**config.mk**
```make
export PLATFORM = sky130hd
export DESIGN_NAME = id_ex_stage
export DESIGN_NICKNAME = d
export VERILOG_FILES = /design/src/rtl/id_ex_stage_pkg.sv /design/src/rtl/id_ex_stage_forward_mux.sv /design/src/rtl/id_ex_stage.sv
export SDC_FILE = /design/constraint.sdc
export NUM_CORES = 1
export LEC_CHECK = 0
export CAP_MARGIN = 20
export CORE_MARGIN = 5
export CORE_UTILIZATION = 48
export CTS_BUF_LIST = sky130_fd_sc_hd__clkbuf_2
export DETAILED_ROUTE_END_ITERATION = 10
export GPL_TIMING_DRIVEN = 0
export PLACE_DENSITY = 0.83
export SLEW_MARGIN = 0
export SYNTH_ARGS = -nofsm -noshare
export SYNTH_HDL_FRONTEND = slang
export SYNTH_SLANG_ARGS = --single-unit
```
**constraint.sdc**
```tcl
create_clock -name clk -period 2.59 [get_ports clk]
set_input_delay 0.518 -clock clk [delete_from_list [all_inputs] [get_ports clk]]
set_output_delay 0.518 -clock clk [all_outputs]
set_load 0.005 [all_outputs]
```
**src/rtl/id_ex_stage_pkg.sv**
```systemverilog
// Shared types for the ID/EX stage: ALU operation encoding and forwarding-source select.
package id_ex_stage_pkg;

    typedef enum logic [3:0] {
        ALU_ADD  = 4'd0,
        ALU_SUB  = 4'd1,
        ALU_AND  = 4'd2,
        ALU_OR   = 4'd3,
        ALU_XOR  = 4'd4,
        ALU_SLL  = 4'd5,
        ALU_SRL  = 4'd6,
        ALU_SRA  = 4'd7,
        ALU_SLT  = 4'd8,
        ALU_SLTU = 4'd9,
        ALU_LUI  = 4'd10
    } alu_operation_type;

    typedef enum logic [1:0] {
        FWD_REG = 2'd0,
        FWD_EXM = 2'd1,
        FWD_WB  = 2'd2
    } fwd_sel_t;

endpackage

```
**src/rtl/id_ex_stage_forward_mux.sv**
```systemverilog
// Per-operand bypass select: EX/MEM result beats MEM/WB result beats register-file data.
module id_ex_stage_forward_mux
    import id_ex_stage_pkg::*;
#(
    parameter int DATA_WIDTH = 32,
    parameter int REG_ADDR_W = 5
) (
    input  logic [REG_ADDR_W-1:0] i_rs,
    input  logic [DATA_WIDTH-1:0] i_reg_data,
    input  logic                  i_exm_reg_write,
    input  logic [REG_ADDR_W-1:0] i_exm_rd,
    input  logic [DATA_WIDTH-1:0] i_exm_result,
    input  logic                  i_wb_reg_write,
    input  logic [REG_ADDR_W-1:0] i_wb_rd,
    input  logic [DATA_WIDTH-1:0] i_wb_result,
    output logic [DATA_WIDTH-1:0] o_data,
    output fwd_sel_t              o_sel
);

    logic w_exm_hit;
    logic w_wb_hit;

    // x0 is hard-wired zero, so a write to it must never be bypassed
    assign w_exm_hit = i_exm_reg_write & (i_exm_rd != {REG_ADDR_W{1'b0}}) & (i_exm_rd == i_rs);
    assign w_wb_hit  = i_wb_reg_write  & (i_wb_rd  != {REG_ADDR_W{1'b0}}) & (i_wb_rd  == i_rs);

    // Priority select of the youngest producer
    always_comb begin
        o_data = i_reg_data;
        o_sel  = FWD_REG;
        if (w_exm_hit) begin
            o_data = i_exm_result;
            o_sel  = FWD_EXM;
        end else if (w_wb_hit) begin
            o_data = i_wb_result;
            o_sel  = FWD_WB;
        end else begin
            o_data = i_reg_data;
            o_sel  = FWD_REG;
        end
    end

endmodule

```
**src/rtl/id_ex_stage.sv**
```systemverilog
// ID/EX pipeline register with valid/ready handshake, operand forwarding and load-use bubble.
module id_ex_stage
    import id_ex_stage_pkg::*;
#(
    parameter int DATA_WIDTH = 32,
    parameter int REG_ADDR_W = 5
) (
    input  logic                  clk,
    input  logic                  rst_n,
    input  logic                  flush,
    input  logic                  in_valid,
    output logic                  in_ready,
    input  logic [DATA_WIDTH-1:0] in_pc,
    input  logic [DATA_WIDTH-1:0] in_rs1_data,
    input  logic [DATA_WIDTH-1:0] in_rs2_data,
    input  logic [REG_ADDR_W-1:0] in_rs1,
    input  logic [REG_ADDR_W-1:0] in_rs2,
    input  logic                  in_rs1_used,
    input  logic                  in_rs2_used,
    input  logic [REG_ADDR_W-1:0] in_rd,
    input  logic [DATA_WIDTH-1:0] in_imm,
    input  alu_operation_type     in_op,
    input  logic                  in_src_pc,
    input  logic                  in_src_imm,
    input  logic                  in_reg_write,
    input  logic                  in_mem_read,
    input  logic                  in_mem_write,
    input  logic                  exm_reg_write,
    input  logic [REG_ADDR_W-1:0] exm_rd,
    input  logic [DATA_WIDTH-1:0] exm_result,
    input  logic                  wb_reg_write,
    input  logic [REG_ADDR_W-1:0] wb_rd,
    input  logic [DATA_WIDTH-1:0] wb_result,
    output logic                  out_valid,
    input  logic                  out_ready,
    output logic [DATA_WIDTH-1:0] alu_a,
    output logic [DATA_WIDTH-1:0] alu_b,
    output alu_operation_type     alu_op,
    output logic [DATA_WIDTH-1:0] out_store_data,
    output logic [REG_ADDR_W-1:0] out_rd,
    output logic [DATA_WIDTH-1:0] out_pc,
    output logic                  out_reg_write,
    output logic                  out_mem_read,
    output logic                  out_mem_write,
    output logic                  load_use_stall
);

    logic                  r_valid;
    logic [DATA_WIDTH-1:0] r_pc;
    logic [DATA_WIDTH-1:0] r_rs1_data;
    logic [DATA_WIDTH-1:0] r_rs2_data;
    logic [REG_ADDR_W-1:0] r_rs1;
    logic [REG_ADDR_W-1:0] r_rs2;
    logic [REG_ADDR_W-1:0] r_rd;
    logic [DATA_WIDTH-1:0] r_imm;
    alu_operation_type     r_op;
    logic                  r_src_pc;
    logic                  r_src_imm;
    logic                  r_reg_write;
    logic                  r_mem_read;
    logic                  r_mem_write;

    logic                  w_load_use;
    logic                  w_stall;
    logic                  w_accept;
    logic [DATA_WIDTH-1:0] w_rs1_fwd;
    logic [DATA_WIDTH-1:0] w_rs2_fwd;
    fwd_sel_t              w_rs1_sel;
    fwd_sel_t              w_rs2_sel;

    // A load in this stage cannot feed a dependent instruction in decode; it must wait one cycle
    assign w_load_use = r_valid & r_mem_read & (r_rd != {REG_ADDR_W{1'b0}}) & in_valid
                      & ((in_rs1_used & (in_rs1 == r_rd)) | (in_rs2_used & (in_rs2 == r_rd)));
    assign w_stall    = w_load_use & ~flush;
    assign in_ready   = (~r_valid | out_ready) & ~w_stall;
    assign w_accept   = in_valid & in_ready;

    // Pipeline register; a bubble only clears valid, control fields are left for out_valid to qualify
    always_ff @(posedge clk) begin
        if (!rst_n) begin
            r_valid     <= 1'b0;
            r_pc        <= {DATA_WIDTH{1'b0}};
            r_rs1_data  <= {DATA_WIDTH{1'b0}};
            r_rs2_data  <= {DATA_WIDTH{1'b0}};
            r_rs1       <= {REG_ADDR_W{1'b0}};
            r_rs2       <= {REG_ADDR_W{1'b0}};
            r_rd        <= {REG_ADDR_W{1'b0}};
            r_imm       <= {DATA_WIDTH{1'b0}};
            r_op        <= ALU_ADD;
            r_src_pc    <= 1'b0;
            r_src_imm   <= 1'b0;
            r_reg_write <= 1'b0;
            r_mem_read  <= 1'b0;
            r_mem_write <= 1'b0;
        end else if (flush) begin
            r_valid <= 1'b0;
        end else if (w_accept) begin
            r_valid     <= 1'b1;
            r_pc        <= in_pc;
            r_rs1_data  <= in_rs1_data;
            r_rs2_data  <= in_rs2_data;
            r_rs1       <= in_rs1;
            r_rs2       <= in_rs2;
            r_rd        <= in_rd;
            r_imm       <= in_imm;
            r_op        <= in_op;
            r_src_pc    <= in_src_pc;
            r_src_imm   <= in_src_imm;
            r_reg_write <= in_reg_write;
            r_mem_read  <= in_mem_read;
            r_mem_write <= in_mem_write;
        end else if (r_valid & out_ready) begin
            // covers both the load-use bubble and a plain drain
            r_valid <= 1'b0;
        end
    end

    id_ex_stage_forward_mux #(
        .DATA_WIDTH(DATA_WIDTH),
        .REG_ADDR_W(REG_ADDR_W)
    ) u_fwd_rs1 (
        .i_rs            (r_rs1),
        .i_reg_data      (r_rs1_data),
        .i_exm_reg_write (exm_reg_write),
        .i_exm_rd        (exm_rd),
        .i_exm_result    (exm_result),
        .i_wb_reg_write  (wb_reg_write),
        .i_wb_rd         (wb_rd),
        .i_wb_result     (wb_result),
        .o_data          (w_rs1_fwd),
        .o_sel           (w_rs1_sel)
    );

    id_ex_stage_forward_mux #(
        .DATA_WIDTH(DATA_WIDTH),
        .REG_ADDR_W(REG_ADDR_W)
    ) u_fwd_rs2 (
        .i_rs            (r_rs2),
        .i_reg_data      (r_rs2_data),
        .i_exm_reg_write (exm_reg_write),
        .i_exm_rd        (exm_rd),
        .i_exm_result    (exm_result),
        .i_wb_reg_write  (wb_reg_write),
        .i_wb_rd         (wb_rd),
        .i_wb_result     (wb_result),
        .o_data          (w_rs2_fwd),
        .o_sel           (w_rs2_sel)
    );

    assign alu_a          = r_src_pc  ? r_pc  : w_rs1_fwd;
    assign alu_b          = r_src_imm ? r_imm : w_rs2_fwd;
    assign alu_op         = r_op;
    assign out_store_data = w_rs2_fwd;
    assign out_valid      = r_valid;
    assign out_rd         = r_rd;
    assign out_pc         = r_pc;
    assign out_reg_write  = r_reg_write;
    assign out_mem_read   = r_mem_read;
    assign out_mem_write  = r_mem_write;
    assign load_use_stall = w_stall;

endmodule
```
## Word level (Yosys, flattened, before mapping)

Cells that the tools add are included.

| storage, ports and cells | value |
|---|---|
| register bits after elaboration | 153 |
| bits of input ports | 235 |
| word-level logic and storage cells | 56 |

| cells by class | value |
|---|---|
| equal/unequal tests | 6 |
| muxes and demuxes | 8 |
| bitwise gates (word level) | 22 |
| reductions and logical operators | 6 |

Operators with widths:

| kind | count |
|---|---|
| $mux 32 | 6 |
| $eq 5x5->1 | 6 |
| $and 1x1->1 | 16 |
| $reduce_bool 5->1 | 3 |
| $not 1->1 | 4 |
| $mux 1 | 2 |
| $or 1x1->1 | 2 |
| $reduce_and 2->1 | 1 |
| $reduce_bool 2->1 | 1 |
| $reduce_or 2->1 | 1 |

## Depth between registers and ports, before layout

Gate-level depths: netlist of the first run.

| depth | value |
|---|---|
| word-level depth | 9 |
| gate-level depth with buffers | 8 |

## Hierarchy

From an unflattened synthesis of the first run, not the netlist that was laid out.

| second synthesis, totals | value |
|---|---|
| cells, all modules | 1512 |
| area, all modules | 12433.2 µm² |

By module, submodules not included:

| module | instances | cells an instance | area each (µm²) | sequential area each (µm²) |
|---|---|---|---|---|
| id_ex_stage | 1 | 1140 | 9437.8 | 3062.9 |
| id_ex_stage_forward_mux | 2 | 186 | 1497.7 | 0.0 |

## Worst setup path before layout of the first run

OpenSTA, ideal clock, no wires.

| path | value |
|---|---|
| kind | in2out |
| from | in exm_rd[0] |
| to | out alu_b[10] |
| data arrival time | 1.962 ns |
| slack | 0.110 ns |
| cell stages on the path | 7 |
| path buffers | 2 |
| cell sequence | or4_1 -> o211a_1 -> and2_4 -> buf_6 -> buf_6 -> a221oi_2 -> o31ai_1 |

| between the ends | value |
|---|---|
| longest elaborated chain between the ends | 5 |
| elaborated cells between the ends (all ways) | 6 |

RTL lines:

| element | RTL line | RTL |
|---|---|---|
| start: declaration | id_ex_stage.sv:29 | `input logic [REG_ADDR_W-1:0] exm_rd,` |
| $reduce_bool 5->1 | id_ex_stage_forward_mux.sv:24 | `assign w_exm_hit = i_exm_reg_write & (i_exm_rd != {REG_ADDR_W{1'b0}}) & (i_exm_rd == i_rs);` |
| $and 1x1->1 | id_ex_stage_forward_mux.sv:24 |  |
| $and 1x1->1 * | id_ex_stage_forward_mux.sv:24 |  |
| $mux 32 * | id_ex_stage_forward_mux.sv:31 | `if (w_exm_hit) begin` |
| $mux 32 * | id_ex_stage.sv:151 | `assign alu_b = r_src_imm ? r_imm : w_rs2_fwd;` |
| end: declaration | id_ex_stage.sv:37 | `output logic [DATA_WIDTH-1:0] alu_b,` |

Every way passes the cells marked *; elsewhere a longest branch is shown, timed or not.

## Final worst setup path of the first run

| path | value |
|---|---|
| from | reg r_rs2[4] |
| to | out out_store_data[28] |

| between the ends | value |
|---|---|
| longest elaborated chain between the ends | 4 |
| elaborated cells between the ends (all ways) | 6 |

RTL lines:

| element | RTL line | RTL |
|---|---|---|
| start: declaration | id_ex_stage.sv:53 | `logic [REG_ADDR_W-1:0] r_rs2;` |
| start signal: assignment | id_ex_stage.sv:86 | `r_rs2 <= {REG_ADDR_W{1'b0}};` |
| start signal: assignment | id_ex_stage.sv:103 | `r_rs2 <= in_rs2;` |
| $eq 5x5->1 | id_ex_stage_forward_mux.sv:25 | `assign w_wb_hit = i_wb_reg_write & (i_wb_rd != {REG_ADDR_W{1'b0}}) & (i_wb_rd == i_rs);` |
| $and 1x1->1 | id_ex_stage_forward_mux.sv:25 |  |
| $mux 32 | id_ex_stage_forward_mux.sv:34 | `end else if (w_wb_hit) begin` |
| $mux 32 * | id_ex_stage_forward_mux.sv:31 |  |
| end: declaration | id_ex_stage.sv:39 | `output logic [DATA_WIDTH-1:0] out_store_data,` |

Marks and branches as above.

==> results.md, run 1 <==
- Outcome: finished, violations left
- Failing checks: setup timing
- Ports: 378
- Synth Area in Compound Gates: 34.9%
- Slew margin rel.: 23.5%
- Max Clk Rate: 290 MHz
- Mux contribution to synthesized area: 0.0884%
- Worst Setup Start Kind: flop
- First-pass GRT wire length: around 86 mm
- Fin. Hold Viols: 0
- Die Area: 26800 um^2
- Clock slew at reported path FFs: 0.30 ns
- Aggregate global-route resource usage: 41.8%
- Hold Buf Count CTS: 0
- Layout cells sized above 1: a little under a quarter
- Critical-path cell list: xnor2_2, nand2_1, or3_4, buf_12, buf_16, a221oi_4, buf_4, nor2_2, buf_2
- Drc violations: 0
- I/O Buffers: between 300 and 400
- Unique masters post-synth: 40
- Clock root cell: clkbuf_2
- CTS sink count: 153
- Mapped Nets: 1709
- Fill cell count: 1683
- Initial core utilization: roughly half
- Register area: around 3100 um^2
- Most used DFF post-synth: dfxtp_1
- Finished Layout Cells: between 2k and 2.5k
- Max Cap Viol: 0
- WL/cell: roughly 27 um
- Nets: 2162
- Final period util: 133%
- Initial antenna violation count: 3
- Leakage power: 0.00702 uW
- Post-synthesis sequential area ratio: between 20% and 30%
- P&R area growth vs syn: 55.1%
- Area of the multi-input gates: just under 9000 um^2
- Crit path DAT: about 3 ns
- Setup clock skew after layout: 0.0668 ns
- DRT Pass-1 Iters: 7
- Mapped Avg Cell Area: 7.69 um^2
- Final WS setup: -0.862 ns
- Placed Area: 15500 um^2
- Inst Count DP: 2169
- Vias: 15.3k
- Synthesis-stage register bit count: 153
- Final Setup Violations: 98
- HP Class: input pin to flop
- Crit-path max FO: 7
- DR vias/cell: 6.77
- Detail Placement HPWL: 42.7 mm
- Synth Cell Area: 11300 um^2
- Row cnt: 56
- Asr flop ratio synth: 0%
- Design area: 17600 um^2
- Core Box Area: 23300 um^2
- Final min period: ~3.5 ns
- Routability cong.: a little under 1
- Crit Path Class: flop to primary output
- Worst vdd ir: 0.000280 V
- Largest family of logic cells by synthesized area: compound AO/OA/AOI/OAI gates
- CTS Buf Count: 17
- RSZ-0062 raised after global routing: yes
- Synth warn: 0
- Routed wire length: approximately 60 mm
- Cells after synthesis: 1474
- Adder-Cell Fraction of Synth Area: 0%
- Clock Tree Buf Depth: 2
- EDFF count, synth: 0
- Die H: 164 um
- PwrDens: approximately 410 nW/um^2
- Vias in the first global route: 14.7k
- Die W: between 150 and 200 um
- CP Capture Type: primary output
- Clk_lat worst skew: about 0.84 ns
- Worst-Margin Slew: 1.15 ns
- Buf/Inv on CP: 4
- CP max-delay cell: dfxtp_4
- Initial detailed-routing violation count: 2050
- CTS tree: done
- Fraction of synthesized cell area in xor and xnor cells: 2.32%
- ANT nets after route: 0
- Largest net degree at the start of global routing: 17
- Max incr delay on CP: 0.45 ns
- Hold_ws: 0.383 ns
- CP required: 2.07 ns
- Post-synthesis simple-gate area fraction: 27.2%
- Total gr overflow: 0
- Max-slew violation count: 0
- H-tree depth: 4
- CP delay by family, top: buffers and inverters
[state kept, by name, summed over array words and instances, names as in the netlist]
signal and cells:
r_rs1_data 32, out_valid 1, r_src_pc 1, alu_op 4
out_mem_read 1, r_rs2 5, out_rd 5, r_rs1 5
out_mem_write 1, out_pc 32, r_rs2_data 32, r_imm 32
r_src_imm 1, out_reg_write 1
[cells in the final DEF, fill, tap and decap left out, types with 4 or more instances in the layout]
| cell type | count |
|---|---|
| o31ai_2 | 36 |
| bufinv_16 | 4 |
| o31ai_4 | 6 |
| buf_6 | 33 |
| xnor2_2 | 10 |
| clkbuf_1 | 78 |
| a2bb2oi_1 | 151 |
| clkdlybuf4s50_1 | 270 |
| diode_2 | 4 |
| dlygate4sd2_1 | 17 |
| and2_1 | 34 |
| buf_8 | 6 |
| buf_12 | 11 |
| buf_2 | 112 |
| dfxtp_4 | 8 |
| buf_4 | 56 |
| clkbuf_2 | 37 |
| dfxtp_2 | 7 |
| and3_1 | 151 |
| nor2_1 | 80 |
| xnor2_1 | 12 |
| o311ai_1 | 84 |
| a221oi_2 | 6 |
| inv_6 | 5 |
| xor2_1 | 7 |
| nor2_2 | 17 |
| a221oi_4 | 58 |
| dfxtp_1 | 138 |
| nand2_1 | 368 |
| o31ai_1 | 22 |
| clkbuf_16 | 4 |
| o311ai_0 | 66 |
[worst paths after layout]
| check | start | end | slack (ns) | depth (start not counted) |
|---|---|---|---|---|
| worst max-delay path | r_rs2[4] | out_store_data[28] | -0.86 | 9 |
| worst min-delay path | in_rs2_data[4] | r_rs2_data[4] | 0.38 | 4 |
| worst max register to register | out_valid | r_rs2_data[27] | 0.02 | 7 |
| worst min register to register | r_imm[25] | r_imm[25] | 0.53 | 2 |
[cell type report]
class,count,area share (%)
multi-input combinational,1143,49.3
timing repair buffer,436,22.0
sequential,153,17.7
buffer,176,7.06
tap,319,2.27
clock inverter,13,1.10
clock buffer,18,0.513
antenna,4,0.0570
[synth_stat cells (3+ instances only)]
cell type,instances,share of area (%)
a221oi_1,34,2.6
a221oi_2,30,4.0
a2bb2oi_1,151,12
and2_1,34,1.9
and3_1,151,8.3
buf_2,41,1.8
buf_4,14,0.93
buf_6,23,2.3
clkbuf_1,93,3.1
clkbuf_2,7,0.31
dfxtp_1,153,27
nand2_1,370,12
nor2_1,100,3.3
o311ai_0,82,6.3
o311ai_1,69,5.3
o31ai_1,64,4.2
or3_1,3,0.17
xnor2_1,22,1.7
xor2_1,8,0.62
[stage by stage]
step | power (uW) | setup TNS [ns] | setup slack, ns | util [%]
2_1_floorplan | 3840 | 0 | 0.110 | -
3_3_place_gp | 5140 | -222.82 | -1.84 | 66.4
3_5_place_dp | 5170 | -223.15 | -1.84 | 66.4
4_1_cts | 6970 | -66.68 | -0.820 | 73.2
5_1_grt | 7440 | -78.83 | -0.959 | 75.3
6_report | 7240 | -71.59 | -0.862 | 75.3
[routing by layer]
metal  part of all wire (%)  wire (um)  GRT usage, %
met2                     44      26700          65.6
met1                     36      21700          51.2
met3                     13       7540          11.4
met5                      0          0             0
met4                    7.1       4260          24.8
[cells by family after synthesis]
kind of cell	after synthesis
multiplexers	1
flip-flops	153
XOR/XNOR	30
buffers and inverters	178
AO/OA/AOI/OAI	438
AND/OR/NAND/NOR	674
[worst reg2reg max path: cells and delay by family, from the launching register on]
kind,cells,cell delay [ns]
buffers and inverters,3,0.90
and+or+nand+nor,2,0.67
DFF,1,0.47
AOI/OAI and AO/OA,2,0.45
[power by group]
| group | leakage [uW] | internal (uW) | switching [uW] | total, uW |
|---|---|---|---|---|
| Clock | 0.000162 | 650 | 1040 | 1690 |
| Sequential | 0.00127 | 2580 | 249 | 2830 |
| Combinational | 0.00558 | 1420 | 1300 | 2720 |
| Total | 0.00702 | 4640 | 2590 | 7240 |
[what timing repair did]
| action | in CTS | in global routing |
|---|---|---|
| gates resized for setup | 602 | 100 |
| pin swaps | 123 | 37 |
| gates cloned | 3 | 2 |
| setup buffers | 38 | 17 |
| endpoints found under the setup margin | 198 | 139 |
Note: power is estimated with default switching activity, not from simulation.
==> inputs of run 2 (changes only) <==
--- a/config.mk
+++ b/config.mk
@@ -7,11 +7,13 @@
 export LEC_CHECK = 0
 export CAP_MARGIN = 20
 export CORE_MARGIN = 5
-export CORE_UTILIZATION = 48
+export CORE_UTILIZATION = 60
 export CTS_BUF_LIST = sky130_fd_sc_hd__clkbuf_2
 export DETAILED_ROUTE_END_ITERATION = 10
+export DONT_BUFFER_PORTS = 1
 export GPL_TIMING_DRIVEN = 0
-export PLACE_DENSITY = 0.83
+export MAX_ROUTING_LAYER = met4
+export PLACE_DENSITY = 0.76
 export SLEW_MARGIN = 0
 export SYNTH_ARGS = -nofsm -noshare
 export SYNTH_HDL_FRONTEND = slang
==> run 2 against run 1 <==
  * Largest cell class unchanged
  * Global-route usage grew 6.9 points
  * Clock skew decreased by 0.017 ns
  * Critical path depth fell by 2
  * First-iteration DRC count is 12% lower
  * The run ends with hold timing, setup timing left
  * Highest routed layer unchanged
==> results.md, run 2 (synthesized netlist as in run 1, its figures left out) <==
- Outcome: finished, violations left
- Failing checks: hold timing, setup timing
- Int Power: 3860 uW
- Vias: between 10k and 15k
- Net Sw Power: 2580 uW
- Slew margin rel.: 16.1%
- CTS sink count: 153
- Crit path DAT: 2.80 ns
- Detail Placement HPWL: 38.7 mm
- Commonest cells after routing, fill and taps aside: nand2_1, and3_1, a2bb2oi_1, dfxtp_1, o311ai_1
- Final Setup Violations: 116
- Die W: about 150 um
- Worst vdd ir: 0.000300 V
- ANT nets after route: 0
- H-tree depth: 4
- Leakage power: 0.00575 uW
- Clock slew at reported path FFs: 0.28 ns
- Initial detailed-routing violation count: roughly 1.8k
- Final WS setup: -0.724 ns
- Core Box Area: 18600 um^2
- Clk_lat worst skew: 0.84 ns
- CTS tree: done
- Die Area: 21700 um^2
- Crit-path max FO: 8
- CP Capture Type: primary output
- Fin. Hold Viols: 37
- WL/cell: about 30 um
- I/O Buffers: 0
- Max-slew violation count: 0
- Hold_ws: -0.0297 ns
- Vias in the first global route: 13.4k
- First-pass GRT wire length: about 80 mm
- RSZ-0062 raised after global routing: yes
- Worst-Margin Slew: 1.26 ns
- Clk pwr share: a little over a fifth
- DRT Pass-1 Iters: 7
- Finished Layout Cells: approximately 1.9k
- Net Sw Frac: roughly 40%
- Worst Setup Start Kind: flop
- Ports: 378
- Area of the multi-input gates: ~9000 um^2
- Post-layout util: 82.0%
- Combinational Power Share: approximately 33%
- Max Cap Viol: 0
- HP Class: input pin to flop
- Register area: between 3000 and 4000 um^2
- Commonest non-fill, non-tap cell in the layout: nand2_1
- Initial core utilization: 60.8%
- PwrDens: approximately 420 nW/um^2
- Crit Path Class: flop to primary output
- Final period util: 128%
- Die H: 147 um
- Final min period: 3.31 ns
- Aggregate global-route resource usage: 48.7%
- Total gr overflow: 0
- P&R area growth vs syn: 35.0%
- Routability cong.: 1.01
- Row cnt: 50
- Clock Tree Buf Depth: 2
- Sequential fraction of design power: 44.7%
- Initial antenna violation count: 23
- Routed wire length: 56.9 mm
- Inst Count DP: 1708
- Setup clock skew after layout: 0.0494 ns
- Design area: between 15000 and 20000 um^2
- Nets: between 1.5k and 2k
- CP required: slightly above 2 ns
- Max Clk Rate: 302 MHz
- Placed Area: approximately 12000 um^2
- DR vias/cell: 7.66
- Layout cells sized above 1: 25.7%
- Clock root cell: clkbuf_2
- Fill cell count: roughly 1.2k
- Drc violations: 0
- CTS Buf Count: 17
- Largest net degree at the start of global routing: 17
run 2: layer usage:
metal / track usage [%] / wire (um)
met1: 55.8 / 18900
met2: 75.2 / 24700
met3: 14.7 / 8180
met4: 29.5 / 5120
met5: - / 0
run 2: power groups by stage:
stage	Sequential, uW	Combinational, uW	Clock (uW)
after floorplan	2740	1100	0
after global placement	2840	1440	0
after detailed placement	2840	1470	0
after CTS	2840	1910	1330
after global routing	2880	2250	1440
final	2880	2150	1410
run 2: worst paths after layout:
check	startpoint	to	slack, ns	cells after the start
worst max-delay path	r_rs2[2]	alu_b[5]	-0.72	7
worst min-delay path	in_imm[12]	r_imm[12]	-0.03	3
worst max register to register	out_rd[1]	r_rs1_data[3]	-0.11	9
worst min register to register	r_imm[19]	r_imm[19]	0.53	2
run 2: timing repair:
item | 4_1_cts | 5_1_grt
pin swaps | 126 | 56
resized for setup | 301 | 137
endpoints found under the hold margin | 57 | 9
hold buffers | 59 | 9
setup buffers | 15 | 18
cloned | 8 | 4
endpoints found under the setup margin | 191 | 232
run 2: final cells by class:
class / instances / share of cell area (%)
clock buffer: 17 / 0.556
timing repair buffer: 111 / 7.90
multi-input combinational: 1143 / 59.7
tap: 234 / 1.91
antenna: 27 / 0.442
sequential: 153 / 20.4
clock inverter: 15 / 0.851
buffer: 175 / 8.25
run 2: per-stage QoR:
step	worst slack, ns	total power (uW)	TNS (ns)	hold slack [ns]
floorplan	0.110	3840	0	0.478
global placement	-0.506	4280	-24.75	0.496
detailed placement	-0.505	4300	-24.48	0.502
CTS	-0.658	6080	-52.62	0.000102
global route	-0.722	6570	-62.06	0.00359
finish	-0.724	6440	-59.87	-0.0297
run 2: critical path, stage by stage, from the launching register on:
cell and delay [ns]:
dfxtp_2 0.41, xnor2_2 0.18, nand3_2 0.11, or3_4 0.41, buf_12 0.17, buf_12 0.15
a221oi_4 0.41, o31ai_2 0.12
